File: config.mk
export PLATFORM = sky130hd
export DESIGN_NAME = wb_stage
export DESIGN_NICKNAME = d
export VERILOG_FILES = /design/src/rtl/npc_pkg.sv /design/src/rtl/load_align.sv /design/src/rtl/wb_stage.sv
export SDC_FILE = /design/constraint.sdc
export NUM_CORES = 1
export LEC_CHECK = 0
export ABC_AREA = 0
export BUFFER_PORTS_ARGS = -buffer_cell sky130_fd_sc_hd__buf_2
export CAP_MARGIN = 20
export CORE_ASPECT_RATIO = 1.75
export CORE_MARGIN = 8
export CORE_UTILIZATION = 53
export CTS_CLUSTER_DIAMETER = 50
export CTS_CLUSTER_SIZE = 14
export DETAILED_ROUTE_END_ITERATION = 10
export HOLD_SLACK_MARGIN = 0.15
export PLACE_DENSITY = 0.85
export SLEW_MARGIN = 20
export SYNTH_ARGS = -nofsm -noshare
export SYNTH_HDL_FRONTEND = slang
export SYNTH_SLANG_ARGS = --single-unit
File: constraint.sdc
create_clock -name clk -period 2.84 [get_ports clk]
set_clock_uncertainty 0.1 [all_clocks]
set_input_delay 0.426 -clock clk [delete_from_list [all_inputs] [get_ports clk]]
set_output_delay 0.426 -clock clk [all_outputs]
set_load 0.02 [all_outputs]
File: src/rtl/npc_pkg.sv
// Shared definitions for the writeback stage and its load-alignment helper.
// Holds the datapath width, the RISC-V load funct3 encodings and the layout
// of one entry in the outstanding-load queue.
package npc_pkg;

    localparam int XLEN = 32;

    localparam logic [2:0] LB  = 3'b000;
    localparam logic [2:0] LH  = 3'b001;
    localparam logic [2:0] LW  = 3'b010;
    localparam logic [2:0] LBU = 3'b100;
    localparam logic [2:0] LHU = 3'b101;

    // Everything needed to finish a load once its data word comes back.
    typedef struct packed {
        logic [4:0] rd;
        logic [2:0] funct3;
        logic [1:0] addr_lo;
    } lq_entry_t;

endpackage

File: src/rtl/load_align.sv
// Combinational load data extraction.
// Picks the byte or halfword addressed by addr_lo out of an aligned memory
// word and sign- or zero-extends it according to funct3.
// Ports:
//   rdata   - raw aligned memory word
//   funct3  - load type (lb, lh, lw, lbu, lhu; anything else returns the word)
//   addr_lo - low two bits of the effective address
//   result  - extracted, extended value
module load_align #(
    parameter int XLEN = npc_pkg::XLEN
) (
    input  logic [XLEN-1:0] rdata,
    input  logic [2:0]      funct3,
    input  logic [1:0]      addr_lo,
    output logic [XLEN-1:0] result
);
    import npc_pkg::*;

    logic [7:0]  byte_sel;
    logic [15:0] half_sel;

    // Select the addressed byte lane and halfword; halfwords ignore
    // addr_lo[0], so misaligned halfword addresses round down.
    always_comb begin
        byte_sel = rdata[7:0];
        case (addr_lo)
            2'd0: byte_sel = rdata[7:0];
            2'd1: byte_sel = rdata[15:8];
            2'd2: byte_sel = rdata[23:16];
            2'd3: byte_sel = rdata[31:24];
            default: byte_sel = rdata[7:0];
        endcase
        half_sel = addr_lo[1] ? rdata[31:16] : rdata[15:0];
    end

    // Extend the selected piece; lw and undefined encodings pass the word.
    always_comb begin
        result = rdata;
        case (funct3)
            LB:  result = {{(XLEN-8){byte_sel[7]}}, byte_sel};
            LBU: result = {{(XLEN-8){1'b0}}, byte_sel};
            LH:  result = {{(XLEN-16){half_sel[15]}}, half_sel};
            LHU: result = {{(XLEN-16){1'b0}}, half_sel};
            default: result = rdata;
        endcase
    end

endmodule

File: src/rtl/wb_stage.sv
// Writeback stage feeding the GPR register file.
// Merges single-cycle ALU results with in-order load responses, aligns and
// extends load data, and tracks outstanding loads so decode can stall on
// registers that still have a write coming.
// Ports:
//   clk, rst_n                     - clock, synchronous active-low reset
//   iss_valid/ready, iss_rd,
//   iss_funct3, iss_addr_lo        - load issue from decode into the queue
//   alu_valid/ready, alu_rd, alu_data - ALU result handshake
//   lsu_rvalid/rready, lsu_rdata   - in-order load response from the LSU
//   rs1, rs2, rs1_busy, rs2_busy   - hazard queries from decode
//   rf_wen, rf_waddr, rf_wdata     - register file write port
module wb_stage #(
    parameter int XLEN     = npc_pkg::XLEN,
    parameter int LQ_DEPTH = 4
) (
    input  logic            clk,
    input  logic            rst_n,
    input  logic            iss_valid,
    output logic            iss_ready,
    input  logic [4:0]      iss_rd,
    input  logic [2:0]      iss_funct3,
    input  logic [1:0]      iss_addr_lo,
    input  logic            alu_valid,
    output logic            alu_ready,
    input  logic [4:0]      alu_rd,
    input  logic [XLEN-1:0] alu_data,
    input  logic            lsu_rvalid,
    output logic            lsu_rready,
    input  logic [XLEN-1:0] lsu_rdata,
    input  logic [4:0]      rs1,
    input  logic [4:0]      rs2,
    output logic            rs1_busy,
    output logic            rs2_busy,
    output logic            rf_wen,
    output logic [4:0]      rf_waddr,
    output logic [XLEN-1:0] rf_wdata
);
    import npc_pkg::*;

    localparam int              PTR_W = $clog2(LQ_DEPTH);
    localparam logic [PTR_W:0]  FULL  = (PTR_W+1)'(LQ_DEPTH);

    lq_entry_t            lq_mem [LQ_DEPTH];
    logic [LQ_DEPTH-1:0]  lq_valid;
    logic [PTR_W-1:0]     head;
    logic [PTR_W-1:0]     tail;
    logic [PTR_W:0]       count;

    lq_entry_t            head_entry;
    logic [XLEN-1:0]      load_result;
    logic                 push;
    logic                 pop;
    logic                 alu_take;
    logic                 rs1_hit;
    logic                 rs2_hit;

    // Handshakes: fullness is judged on the current count only, so a pop in
    // the same cycle never makes room for a push. Load responses win over
    // the ALU whenever they can actually be accepted.
    assign iss_ready  = (count != FULL);
    assign lsu_rready = (count != '0);
    assign alu_ready  = !(lsu_rvalid && (count != '0));
    assign push       = iss_valid && iss_ready;
    assign pop        = lsu_rvalid && lsu_rready;
    assign alu_take   = alu_valid && alu_ready;
    assign head_entry = lq_mem[head];

    load_align #(.XLEN(XLEN)) u_align (
        .rdata   (lsu_rdata),
        .funct3  (head_entry.funct3),
        .addr_lo (head_entry.addr_lo),
        .result  (load_result)
    );

    // Load queue bookkeeping. A per-slot valid bit mirrors occupancy so the
    // hazard check can scan slots without doing pointer arithmetic. Push and
    // pop never hit the same slot: both at once needs 0 < count < depth.
    always_ff @(posedge clk) begin
        if (!rst_n) begin
            head     <= '0;
            tail     <= '0;
            count    <= '0;
            lq_valid <= '0;
        end else begin
            if (push) begin
                lq_mem[tail]   <= '{rd: iss_rd, funct3: iss_funct3, addr_lo: iss_addr_lo};
                lq_valid[tail] <= 1'b1;
                tail           <= tail + 1'b1;
            end
            if (pop) begin
                lq_valid[head] <= 1'b0;
                head           <= head + 1'b1;
            end
            case ({push, pop})
                2'b10:   count <= count + 1'b1;
                2'b01:   count <= count - 1'b1;
                default: count <= count;
            endcase
        end
    end

    // Writeback register. Loads take precedence; x0 destinations still
    // retire the load but never raise wen. Address and data hold when idle.
    always_ff @(posedge clk) begin
        if (!rst_n) begin
            rf_wen   <= 1'b0;
            rf_waddr <= '0;
            rf_wdata <= '0;
        end else if (pop) begin
            rf_wen   <= (head_entry.rd != 5'd0);
            rf_waddr <= head_entry.rd;
            rf_wdata <= load_result;
        end else if (alu_take) begin
            rf_wen   <= (alu_rd != 5'd0);
            rf_waddr <= alu_rd;
            rf_wdata <= alu_data;
        end else begin
            rf_wen   <= 1'b0;
        end
    end

    // Scan every occupied queue slot for a destination matching each query.
    always_comb begin
        rs1_hit = 1'b0;
        rs2_hit = 1'b0;
        for (int i = 0; i < LQ_DEPTH; i++) begin
            if (lq_valid[i] && (lq_mem[i].rd == rs1)) rs1_hit = 1'b1;
            if (lq_valid[i] && (lq_mem[i].rd == rs2)) rs2_hit = 1'b1;
        end
    end

    // A register stays busy until its last pending write has landed on the
    // register file port, covering the cycle the write is in flight.
    assign rs1_busy = (rs1 != 5'd0) && (rs1_hit || (rf_wen && (rf_waddr == rs1)));
    assign rs2_busy = (rs2 != 5'd0) && (rs2_hit || (rf_wen && (rf_waddr == rs2)));

endmodule

Word level (Yosys, flattened, before mapping)
Memory sizes are Yosys's and may differ from the RTL's. A register that Yosys moved wholly into a read port is not among the register bits. Cells that the tools add are included.

Flip-flop bits (word level): 49. RAM bits: 40. Input bits: 94. Output and inout bits: 43. Logic and storage cells: 97. Memories kept: 1.

Add/subtract/negate cells: 4. Order comparisons: 4. Equal/unequal tests: 19. Mux-type cells: 30. Bitwise gates (word level): 3. Reductions and logical operators: 29.

Memory list: lq_mem (words 4, width 10, read ports 5, clocked after memory_dff 1, write ports 1, RTL line wb_stage.sv:44) `lq_entry_t lq_mem [LQ_DEPTH];`.

Operators with widths (count): case mux 32 bit (4 select lines) (1); 2-to-1 mux 32 bit (2); == test 5 bit (10); case mux 8 bit (4 select lines) (1); nonzero test 5 bit (4); logical AND 1 bit (17); 2-to-1 mux 16 bit (1); 2-to-1 mux 1 bit (15); 2-to-1 mux 4 bit (3); 2-to-1 mux 5 bit (2); == test 2 bit, second input constant (3); == test 3 bit, second input constant (2); < comparator 2 x 3 -> 1 bit, second input constant (2); case mux 3 bit (2 select lines) (1); adder 2 x 1 -> 2 bit, second input constant (2); bitwise AND 4 bit (1); demux 1 bit (select 2 bit) (2); == test 2 x 1 -> 1 bit, second input constant (2); >= comparator 2 x 1 -> 1 bit, second input constant (2); 2-to-1 mux 2 bit (2); NOT 4 bit (1); OR 4 bit (1); nonzero test 2 bit (2); adder 3 x 1 -> 3 bit, second input constant (1); 8 further kinds (9).

Longest topological paths before layout
Word-level depth: 9. Gate-level depth with buffers: 11. Depth with buffers taken out: 10.

Hierarchy
Synthesis repeated with hierarchy kept, for this count alone.

Cell total of the unflattened synthesis: 502. Area, all modules: 5240.0 µm².

Modules (own cells, without submodules): wb_stage (instances 1, cells each 391, area each 4571.9 µm², sequential area each 2222.1 µm²); load_align (instances 1, cells each 111, area each 668.1 µm², sequential area each 0.0 µm²).

Worst setup path after synthesis
No wires, ideal clock.

Path kind: reg2reg. Start point: register count[0]. End point: register count[2]. Library setup time: 0.076 ns. Arrival: 2.467 ns. Required time: 2.664 ns. Slack: 0.197 ns. Stages on the path, launching flop included: 11. Path buffers: 2. Period minus slack after synthesis: 2.643 ns. Path through: dfxtp_1 or3_1 and2_1 clkbuf_1 clkbuf_1 ha_1 inv_1 fa_1 xor2_1 or3_1 a21boi_0.

Cells in the longest elaborated chain, start to end: 4. Elaborated cells on any way between the ends: 10. Those cells by class: add/sub (2); eq/ne (3); mux (1); reduce/logical (4).

Ends and longest elaborated chain: from (decl) (RTL line wb_stage.sv:48) `logic [PTR_W:0] count;`; from (signal assigned) (RTL line wb_stage.sv:96) `2'b10: count <= count + 1'b1;`; from (signal assigned) (RTL line wb_stage.sv:97) `2'b01: count <= count - 1'b1;`; from (signal assigned) (RTL line wb_stage.sv:98) `default: count <= count;`; nonzero test 3 bit (*) (RTL line wb_stage.sv:62) `assign lsu_rready = (count != '0);`; via lsu_rready (RTL line wb_stage.sv:29) `output logic lsu_rready,`; logical AND 1 bit (*) (RTL line wb_stage.sv:65) `assign pop = lsu_rvalid && lsu_rready;`; == test 2 x 1 -> 1 bit / == test 2 bit (equally long branches) (RTL line wb_stage.sv:95) `case ({push, pop})`; case mux 3 bit (2 select lines) / nonzero test 2 bit (equally long branches).

Mark *: on every way through the listed nets, which the timed path passes. The rest lies on a longest branch. A chain may end at the register's enable or synchronous reset.

==> results_dict.tcl <==
set metrics [dict create \
    synth_mux_area_share_pct 14.78 \
    p_leak_nw 2.612 \
    start_kind "flop" \
    power_per_cell_area_mw_per_mm2 823.3 \
    rows 47 \
    n_antenna_cell 0 \
    pin_count 137 \
    fillers 763 \
    grt.total_usage_pct 22.39 \
    postRouteWirelength_um 14790 \
    setup_violations 0 \
    start_util_pct 54.34 \
    status "finished, final reports clean" \
    period_needed_ns 2.609 \
    multi_input_area_mm2 0.002674 \
    core_area_mm2 0.009409 \
    syn_avg_cell_area_um2 10.35 \
    yosysSeqAreaShare_pct 43.47 \
    place_area_mm2 0.005842 \
    drive_above_1_share_pct 33.60 \
    die_x_um 90.25 \
    grt_pass1_wl_um 23470 \
    max_slew_margin_pct 43.94 \
    grt_max_degree 43 \
    synth_top_family_by_area "multiplexers" \
    cts_buffer_depth 2 \
    synth_fa_ha_area_share_pct 2.594 \
    layout.nets 715 \
    cp-end-kind "flop" \
    ir_worst_vdd_mv 0.6052 \
    drc_errors 0 \
    slowest_stage "mux4_2" \
    num_vias 4350 \
    async_reset_ff_share_pct 0 \
    synth_xor_area_share_pct 9.251 \
    fp.dieArea_mm2 0.01317 \
    post_cts_buffers 0 \
    synth_flop_cell "dfxtp_1" \
    hold_start "iss_funct3[1]" \
    cap_viol_max_count 0 \
    cp_slowest_stage_delay_ns 0.71 \
    fmax_mhz 383.3 \
    timing.hold.ws_ns 0.1969 \
    final_antenna_net_count 0 \
    synth-edff-count 40 \
    critPathRequiredTime_ns 2.94 \
    worst-path-max-fanout 16 \
    grt_pass1_vias 4648 \
    finalSetupTns_ns 0 \
    cts_buffers 9 \
    synth_simple_gate_area_share_pct 12.09 \
    grt-ovfl-total 0 \
    worstSkewPairLatency_ns 0.34 \
    dr.pass1.iters 5 \
    drt_iter0_drc 218 \
    via_per_inst 5.894 \
    rsz0062_at_grt "false" \
    regArea_mm2 0.002222 \
    arrival_ns 2.70 \
    fp.dieH_um 145.9 \
    slew_viol_final 0 \
    cts_hold_buffers 0 \
    htreeDepth 3 \
    hp-class "primary input to flop" \
    synth_cell_type_count 46 \
    syn_area_mm2 0.005112 \
    clk_root_buffer_cell "clkbuf_16" \
    syn_nets 598 \
    final_area_mm2 0.006127 \
    post_cts_resized 0 \
    synth-seq-cells 91 \
    port_buffers 136 \
    ys_warn_count 0 \
    cts_sinks 91 \
    gp_congestion 0.9482 \
    routedWlPerCell_um 20.04 \
    dp_hpwl_um 11780 \
    fin_util_pct 65.12 \
    tightest_slew_ns 0.8409 \
    area_growth_pct 19.85 \
    final_hold_viol_count 0 \
    cts_tree "built" \
    antenna_found_initial 0 \
    clk_pin_slew_worst_paths_ns 0.07 \
    cp_cell_sequence "mux4_2, mux2i_1, mux2i_2, a31oi_4, a21oi_1" \
    crit_type "flop to flop" \
    synth_compound_area_share_pct 13.51 \
    syn-instance-count 494 \
    fin_crit_sh_pct 91.86 \
]
## layer usage
layer,share of wire [%],up-vias,global-route usage (%)
met5,0,-,0
met4,5.7,0,14.92
met2,54,217,41.67
li1,-,2022,-
met3,5.8,57,5.010
met1,35,2054,21.17
## synth_stat cells, drive strengths merged (5+ instances only)
cell type | n | area [um2]
nor2 | 11 | 41.29
nand3 | 13 | 65.06
edfxtp | 40 | 1201
and3 | 5 | 31.28
mux2i | 30 | 316.5
and2 | 7 | 43.79
o311ai | 8 | 70.07
xor2 | 41 | 359.1
nand2 | 49 | 183.9
dfxtp | 51 | 1021
nand2b | 8 | 50.05
mux4 | 9 | 202.7
xnor2 | 13 | 113.9
o211a | 5 | 50.05
o21ai | 34 | 170.2
buf | 12 | 77.57
inv | 10 | 37.54
nor4 | 11 | 68.82
nand3b | 6 | 45.04
clkbuf | 28 | 105.1
mux2 | 21 | 236.5
o22ai | 7 | 43.79
ha | 9 | 112.6
a21oi | 39 | 236.5
## power breakdown
group / switching, mW / internal (mW) / total, mW
Clock: 0.534 / 0.607 / 1.14
Combinational: 1.26 / 0.825 / 2.08
Sequential: 0.196 / 1.63 / 1.82
## cell type report
cell class | count | area share, %
Clock buffer | 9 | 3.676
Clock inverter | 7 | 0.9802
Inverter | 10 | 0.6126
Multi-Input combinational cell | 353 | 43.64
Sequential cell | 91 | 36.27
Tap cell | 122 | 2.491
Timing Repair Buffer | 146 | 12.33
## cells by family after synthesis
logic type | after synthesis
AOI/OAI and AO/OA | 106
xor gates and xnor gates | 54
adders and majority gates | 10
buffers and inverters | 50
DFF | 91
muxes | 60
and+or+nand+nor | 123
## through the flow
stage / total power [mW] / worst slack (ns) / instances
floorplan: 3.327 / 0.1970 / 494
global placement: 3.850 / 0.3076 / 722
detailed placement: 3.921 / 0.2339 / 722
CTS: 5.058 / 0.1767 / 738
global route: 5.335 / 0.04330 / 738
finish: 5.045 / 0.2312 / 738
## final timing paths
| path | cells after the start | slack, ns | to |
|---|---|---|---|
| hold reg to reg | 2 | 0.43 | lq_valid[0]$_SDFF_PN0_ |
| setup reg to reg | 5 | 0.23 | rf_wdata[17]$_SDFFE_PN0P_ |
| hold / removal | 1 | 0.20 | lq_mem[2][3]$_DFFE_PP_ |
| setup / recovery | 5 | 0.23 | rf_wdata[17]$_SDFFE_PN0P_ |
## sequential cells by signal (all words and copies together) (netlist names), named ones only
register / count
lq_valid: 4
count: 3
rf_wdata: 32
rf_waddr: 5
head: 2
rf_wen: 1
tail: 2
lq_mem: 40
## critical path, delay by kind of cell (launching register included)
family             cells  cell delay (ns)
muxes                  3             1.17
DFF                    1             0.55
AOI/OAI and AO/OA      2             0.63
## cell usage in the layout, fill, tap and decap left out, types with 9 or more instances in the layout
cell type / netlist / final
ha_1: 9 / 9
nand3_1: 13 / 13
dfxtp_1: 51 / 51
o21ai_0: 34 / 34
nor2_1: 11 / 11
mux4_2: 9 / 9
nor4_1: 11 / 11
mux2i_1: 28 / 27
inv_1: 10 / 10
buf_4: 1 / 10
xnor2_1: 13 / 13
a21oi_1: 28 / 28
edfxtp_1: 40 / 40
mux2_2: 21 / 21
nand2_1: 49 / 49
clkbuf_16: 0 / 9
xor2_1: 41 / 41
a21oi_2: 11 / 11
buf_2: 5 / 136
Note: power is estimated with default switching activity, not from simulation.
